==> config.mk <==
export PLATFORM = sky130hd
export DESIGN_NAME = sa_axi_rd_arbiter
export DESIGN_NICKNAME = d
export VERILOG_FILES = /design/src/rtl/sa_axi_rd_arbiter.sv
export SDC_FILE = /design/constraint.sdc
export NUM_CORES = 1
export LEC_CHECK = 0
export BUFFER_PORTS_ARGS = -buffer_cell sky130_fd_sc_hd__buf_2
export CAP_MARGIN = 15
export CELL_PAD_IN_SITES_DETAIL_PLACEMENT = 2
export CELL_PAD_IN_SITES_GLOBAL_PLACEMENT = 2
export CORE_ASPECT_RATIO = 1.5
export CORE_MARGIN = 2
export CORE_UTILIZATION = 19
export DETAILED_ROUTE_END_ITERATION = 10
export PLACE_DENSITY = 0.82
export SYNTH_ARGS = -nofsm -noshare
export SYNTH_HDL_FRONTEND = slang
export SYNTH_SLANG_ARGS = --single-unit
==> constraint.sdc <==
create_clock -name clk -period 1.5 [get_ports clk]
set_input_delay 0.3 -clock clk [delete_from_list [all_inputs] [get_ports clk]]
set_output_delay 0.3 -clock clk [all_outputs]
set_load 0.05 [all_outputs]
==> src/rtl/sa_axi_rd_arbiter.sv <==
// Round-robin arbiter that shares one AXI4 read channel (AR/R) between NREQ
// requesters, granting one burst at a time and releasing the channel on RLAST.
module sa_axi_rd_arbiter #(
    parameter int NREQ = 2,
    parameter int A    = 32,
    parameter int D    = 32,
    parameter int I    = 4,
    parameter int L    = 8
) (
    input  logic              clk,
    input  logic              rstn,
    input  logic [NREQ-1:0]   req_valid,
    output logic [NREQ-1:0]   req_ready,
    input  logic [NREQ*A-1:0] req_addr,
    input  logic [NREQ*L-1:0] req_len,
    output logic [D-1:0]      rd_data,
    output logic [NREQ-1:0]   rd_valid,
    output logic              rd_last,
    input  logic [NREQ-1:0]   rd_ready,
    output logic              M_ARVALID,
    input  logic              M_ARREADY,
    output logic [A-1:0]      M_ARADDR,
    output logic [I-1:0]      M_ARID,
    output logic [L-1:0]      M_ARLEN,
    output logic [2:0]        M_ARSIZE,
    output logic [1:0]        M_ARBURST,
    input  logic              M_RVALID,
    output logic              M_RREADY,
    input  logic [D-1:0]      M_RDATA,
    input  logic              M_RLAST,
    input  logic [I-1:0]      M_RID,
    input  logic [1:0]        M_RRESP,
    output logic [NREQ-1:0]   err_flag,
    output logic              busy
);

    localparam int PW = (NREQ > 1) ? $clog2(NREQ) : 1;
    localparam logic [PW:0] NREQ_V = (PW+1)'(NREQ);

    typedef enum logic [1:0] {
        ST_IDLE = 2'd0,
        ST_ADDR = 2'd1,
        ST_DATA = 2'd2
    } state_t;

    state_t            state_r;
    logic [PW-1:0]     rr_ptr_r;
    logic [PW-1:0]     grant_r;
    logic [L-1:0]      beat_cnt_r;
    logic              arvalid_r;
    logic [A-1:0]      araddr_r;
    logic [I-1:0]      arid_r;
    logic [L-1:0]      arlen_r;
    logic [NREQ-1:0]   err_r;

    logic [2*NREQ-1:0] dbl_s;
    logic [NREQ-1:0]   rot_s;
    logic [PW-1:0]     off_s;
    logic              win_found_s;
    logic [PW:0]       win_sum_s;
    logic [PW-1:0]     win_s;
    logic [PW:0]       grant_inc_s;
    logic [PW-1:0]     next_ptr_s;
    logic              rready_s;
    logic              beat_s;
    logic              beat_err_s;

    // Rotate requests so bit 0 is rr_ptr, pick the first set bit, map back.
    always_comb begin
        dbl_s       = {req_valid, req_valid} >> rr_ptr_r;
        rot_s       = dbl_s[NREQ-1:0];
        off_s       = '0;
        win_found_s = 1'b0;
        for (int i = 0; i < NREQ; i++) begin
            off_s       = (!win_found_s && rot_s[i]) ? PW'(i) : off_s;
            win_found_s = win_found_s | rot_s[i];
        end
        win_sum_s   = {1'b0, rr_ptr_r} + {1'b0, off_s};
        win_s       = (win_sum_s >= NREQ_V) ? PW'(win_sum_s - NREQ_V) : PW'(win_sum_s);
        grant_inc_s = {1'b0, grant_r} + {{PW{1'b0}}, 1'b1};
        next_ptr_s  = (grant_inc_s == NREQ_V) ? {PW{1'b0}} : PW'(grant_inc_s);
    end

    // Request acceptance is offered only to the winner and only in IDLE.
    always_comb begin
        req_ready = '0;
        if (state_r == ST_IDLE && win_found_s) begin
            req_ready[win_s] = 1'b1;
        end else begin
            req_ready = '0;
        end
    end

    // R channel steering: only the granted requester sees or back-pressures beats.
    always_comb begin
        rready_s = 1'b0;
        rd_valid = '0;
        if (state_r == ST_DATA) begin
            rready_s          = rd_ready[grant_r];
            rd_valid[grant_r] = M_RVALID;
        end else begin
            rready_s = 1'b0;
            rd_valid = '0;
        end
    end

    assign beat_s     = M_RVALID & rready_s;
    assign beat_err_s = (M_RRESP != 2'b00)
                      | (M_RID != I'(grant_r))
                      | (M_RLAST & (beat_cnt_r != arlen_r))
                      | (~M_RLAST & (beat_cnt_r == arlen_r));

    // Burst sequencing FSM with registered AR outputs and sticky error flags.
    always_ff @(posedge clk or negedge rstn) begin
        if (!rstn) begin
            state_r    <= ST_IDLE;
            rr_ptr_r   <= '0;
            grant_r    <= '0;
            beat_cnt_r <= '0;
            arvalid_r  <= 1'b0;
            araddr_r   <= '0;
            arid_r     <= '0;
            arlen_r    <= '0;
            err_r      <= '0;
        end else begin
            case (state_r)
                ST_IDLE: begin
                    if (win_found_s) begin
                        grant_r   <= win_s;
                        araddr_r  <= req_addr[win_s*A +: A];
                        arlen_r   <= req_len[win_s*L +: L];
                        arid_r    <= I'(win_s);
                        arvalid_r <= 1'b1;
                        state_r   <= ST_ADDR;
                    end
                end
                ST_ADDR: begin
                    if (arvalid_r && M_ARREADY) begin
                        arvalid_r  <= 1'b0;
                        beat_cnt_r <= '0;
                        state_r    <= ST_DATA;
                    end
                end
                ST_DATA: begin
                    if (beat_s) begin
                        beat_cnt_r <= beat_cnt_r + {{(L-1){1'b0}}, 1'b1};
                        if (beat_err_s) begin
                            err_r[grant_r] <= 1'b1;
                        end
                        if (M_RLAST) begin
                            rr_ptr_r <= next_ptr_s;
                            state_r  <= ST_IDLE;
                        end
                    end
                end
                default: begin
                    state_r   <= ST_IDLE;
                    arvalid_r <= 1'b0;
                end
            endcase
        end
    end

    assign M_ARVALID = arvalid_r;
    assign M_ARADDR  = araddr_r;
    assign M_ARID    = arid_r;
    assign M_ARLEN   = arlen_r;
    assign M_ARSIZE  = 3'($clog2(D/8));
    assign M_ARBURST = 2'b01;
    assign M_RREADY  = rready_s;
    assign rd_data   = M_RDATA;
    assign rd_last   = M_RLAST;
    assign err_flag  = err_r;
    assign busy      = (state_r != ST_IDLE);

endmodule

==> results.cfg <==
[setup_path]
crit_buf_inv = 2
slowest_delay_ns = 0.43
path_max_fanout = 4
critical-path-top-delay-family = flip-flops
critPathRequiredTime_ns = 1.20
path_class = reg -> out
r2r_start = state_r[0]$_DFFE_PN0P_
worstRegToRegCells = 6
crit_slowest_cell = dfrtp_1
crit_top_cell = buf_12
end_kind = output port
path_cells = nor2_4 -> and3_4 -> buf_12 -> buf_12
rrSetupSlack_ns = -0.13
regToRegEndpoint = beat_cnt_r[7]$_DFFE_PN0P_
start_kind = flop
cp.arrival_ns = 1.36

[sta]
tns_ns = -1.218
min_period_ns = 1.662
worst_slack_ns = -0.1621
hold_violations = 10
timing.hold.ws_ns = -0.02027
fmax_mhz = 601.7
rsz0062_at_grt = true
setup_viol_count_final = 22
slew_viol_final = 0
period_share_pct = 110.8
finalClockSkew_ns = 0.004843

[logic_synthesis]
async_flop_share_pct = 100.0
yosys_most_used_dff = dfrtp_1
syn_avg_cell_area_um2 = 10.20
yosysWarnings = 0
synth_top_area_share_pct = 48.52
synth.largest_area_cell = dfrtp_1
synth_cell_types = 37
synth_area_um2 = 2836
yosysSeqAreaShare_pct = 48.52
netlist_instances = 278
post-synth-top-count-cell = dfrtp_1
synth_common_cells = dfrtp_1 (55), inv_1 (44), buf_4 (42)
synth_area_leaders = dfrtp_1 (49%), a222oi_1 (14%), buf_4 (11%)
synth_edf_count = 0
ys_ff_latch = 55

[drt]
ant_nets = 0
drtIter0Drc = 280
wl_mm = 11.30
drc = 0
routed-via-count = 2793
drt-pass1-iter-count = 7
routedWlPerCell_um = 18.40
routed_via_density = 4.549

[clock_tree]
path_clk_slew_ns = 0.07
tritoncts = yes
cts_buffer_depth = 2
h-tree-depth = 2
clock_latency_ns = 0.30
cts_hold_buf = 0
clock_sinks = 55
clockRootBuffer = clkbuf_16
numCtsBuffers = 5

[power_and_ir_drop]
internal-power_mw = 5.017
combPwrFrac_pct = 60.2
p_per_area_nw_per_um2 = 2358
peakVddDrop_mv = 0.7873
netSwitchingPower_mw = 5.025
seqPwrFrac_pct = 26.1
swShare_pct = 50.04
p_leak_nw = 2.241
p_clk_share_pct = 13.7

[placement]
dpl.hpwl_mm = 8.374
routabilityCongestion = 0.7627
io_buffer_count = 145

[finish]
nFillCells = 1696
register_area_um2 = 1388
drive_gt1_share_pct = 53.35
diodes = 0
num-nets-final = 545
syn_to_final_growth_pct = 50.11
multi_input_area_um2 = 1065

[floorplan]
die_h_um = 153.6
dieArea_um2 = 15940
placementRows = 54
core_area_um2 = 14590
start_util_pct = 19.44
io_pins = 218
die_w_um = 103.8

[grt]
grt-ovfl-total = 0
grt_pass1_wl_mm = 17.13
grt_pass1_vias = 3140
grt_use_total_pct = 13.57
antenna_found_initial = 0
grt_max_degree = 56

[job]
maxCapViolations = 0

[run_status]
status = finished, violations left
violations = hold timing, setup timing

[min_path]
min_path_type = in -> async
worst register-to-register path, cell delays in order (launching register included):
cell	delay [ns]
dfrtp_2	0.44
buf_4	0.15
buf_6	0.10
and3b_2	0.25
nand2_2	0.07
or4_4	0.41
a21oi_2	0.14
cell families (layout without fill, tap and decap cells):
family	count (synthesis)	count (layout)	share of synthesized area, %
buffers and inverters	101	235	19.36
flip-flops	55	55	48.52
AO/OA/AOI/OAI	52	52	16.85
AND/OR/NAND/NOR	50	50	9.175
XOR/XNOR	15	15	4.631
other	2	8	0.2648
multiplexers	2	2	0.7499
adder cells (fa/ha/maj)	1	1	0.4410
power by group through the flow:
stage / Sequential, mW / Combinational [mW] / Clock [mW]
4_1_cts: 2.62 / 5.94 / 1.42
5_1_grt: 2.70 / 6.38 / 1.48
6_report: 2.62 / 6.04 / 1.38
3_5_place_dp: 2.63 / 5.37 / 0
3_3_place_gp: 2.58 / 5.17 / 0
2_1_floorplan: 4.47 / 2.01 / 0
metrics by stage:
step / std cells / area, µm² / setup WS [ns] / power, mW / util [%]
after floorplan: 284 / 2885 / -0.1056 / 6.483 / -
after global routing: 614 / 4258 / -0.2218 / 10.56 / 29.18
final: 614 / 4258 / -0.1621 / 10.04 / 29.18
after global placement: 591 / 3704 / -0.1679 / 7.746 / 25.38
after detailed placement: 591 / 3704 / -0.2044 / 8.007 / 25.38
after CTS: 610 / 4184 / -0.1537 / 9.977 / 28.67
layout by cell type (no fill, tap or decap), types with 6 or more instances in the layout:
| cell | n |
|---|---|
| conb_1 | 8 |
| dfrtp_1 | 46 |
| nor2_1 | 9 |
| buf_4 | 23 |
| dfrtp_2 | 9 |
| a222oi_1 | 40 |
| buf_12 | 6 |
| inv_1 | 44 |
| buf_6 | 10 |
| buf_2 | 138 |
| xor2_1 | 10 |
| nand2_1 | 8 |
| clkbuf_16 | 6 |
cell type report:
cell class	instances	share of cell area, %
Inverter	44	3.879
Clock inverter	2	0.8228
Clock buffer	6	3.262
Timing Repair Buffer	183	28.68
Multi-Input combinational cell	128	25.01
Sequential cell	55	32.59
Tap cell	196	5.760
layer usage:
layer | vias to the layer above | wire length, µm | GRT usage, %
met3 | 40 | 624 | 3.052
li1 | 1223 | - | -
met4 | 0 | 431 | 6.821
met1 | 1411 | 3899 | 13.34
met2 | 119 | 6343 | 26.36
met5 | - | 0 | 0
sequential cells by signal, indices dropped and copies added (netlist names):
signal	cells
M_ARADDR	32
M_ARLEN	8
M_ARVALID	1
grant_r	1
state_r	2
err_flag	2
rr_ptr_r	1
beat_cnt_r	8
worst max-delay path by stage:
stage | startpoint | end | slack, ns | depth (start not counted)
finish | state_r[1]$_DFFE_PN0P_ | req_ready[0] | -0.16 | 4
CTS | state_r[1]$_DFFE_PN0P_ | rd_valid[0] | -0.15 | 4
global placement | state_r[0]$_DFFE_PN0P_ | req_ready[0] | -0.17 | 4
global route | state_r[1]$_DFFE_PN0P_ | rd_valid[0] | -0.22 | 4
detailed placement | state_r[0]$_DFFE_PN0P_ | req_ready[0] | -0.20 | 4
floorplan | state_r[0]$_DFFE_PN0P_ | rd_valid[0] | -0.11 | 2
timing repair:
| action | 4_1_cts | 5_1_grt |
|---|---|---|
| setup buffers | 9 | 3 |
| setup endpoints to repair | 52 | 57 |
| cloned | 2 | 1 |
| pin swaps | 21 | 22 |
| resized for setup | 47 | 9 |
| endpoints found under the hold margin | 0 | 0 |
(Power assumes the default switching activity.)
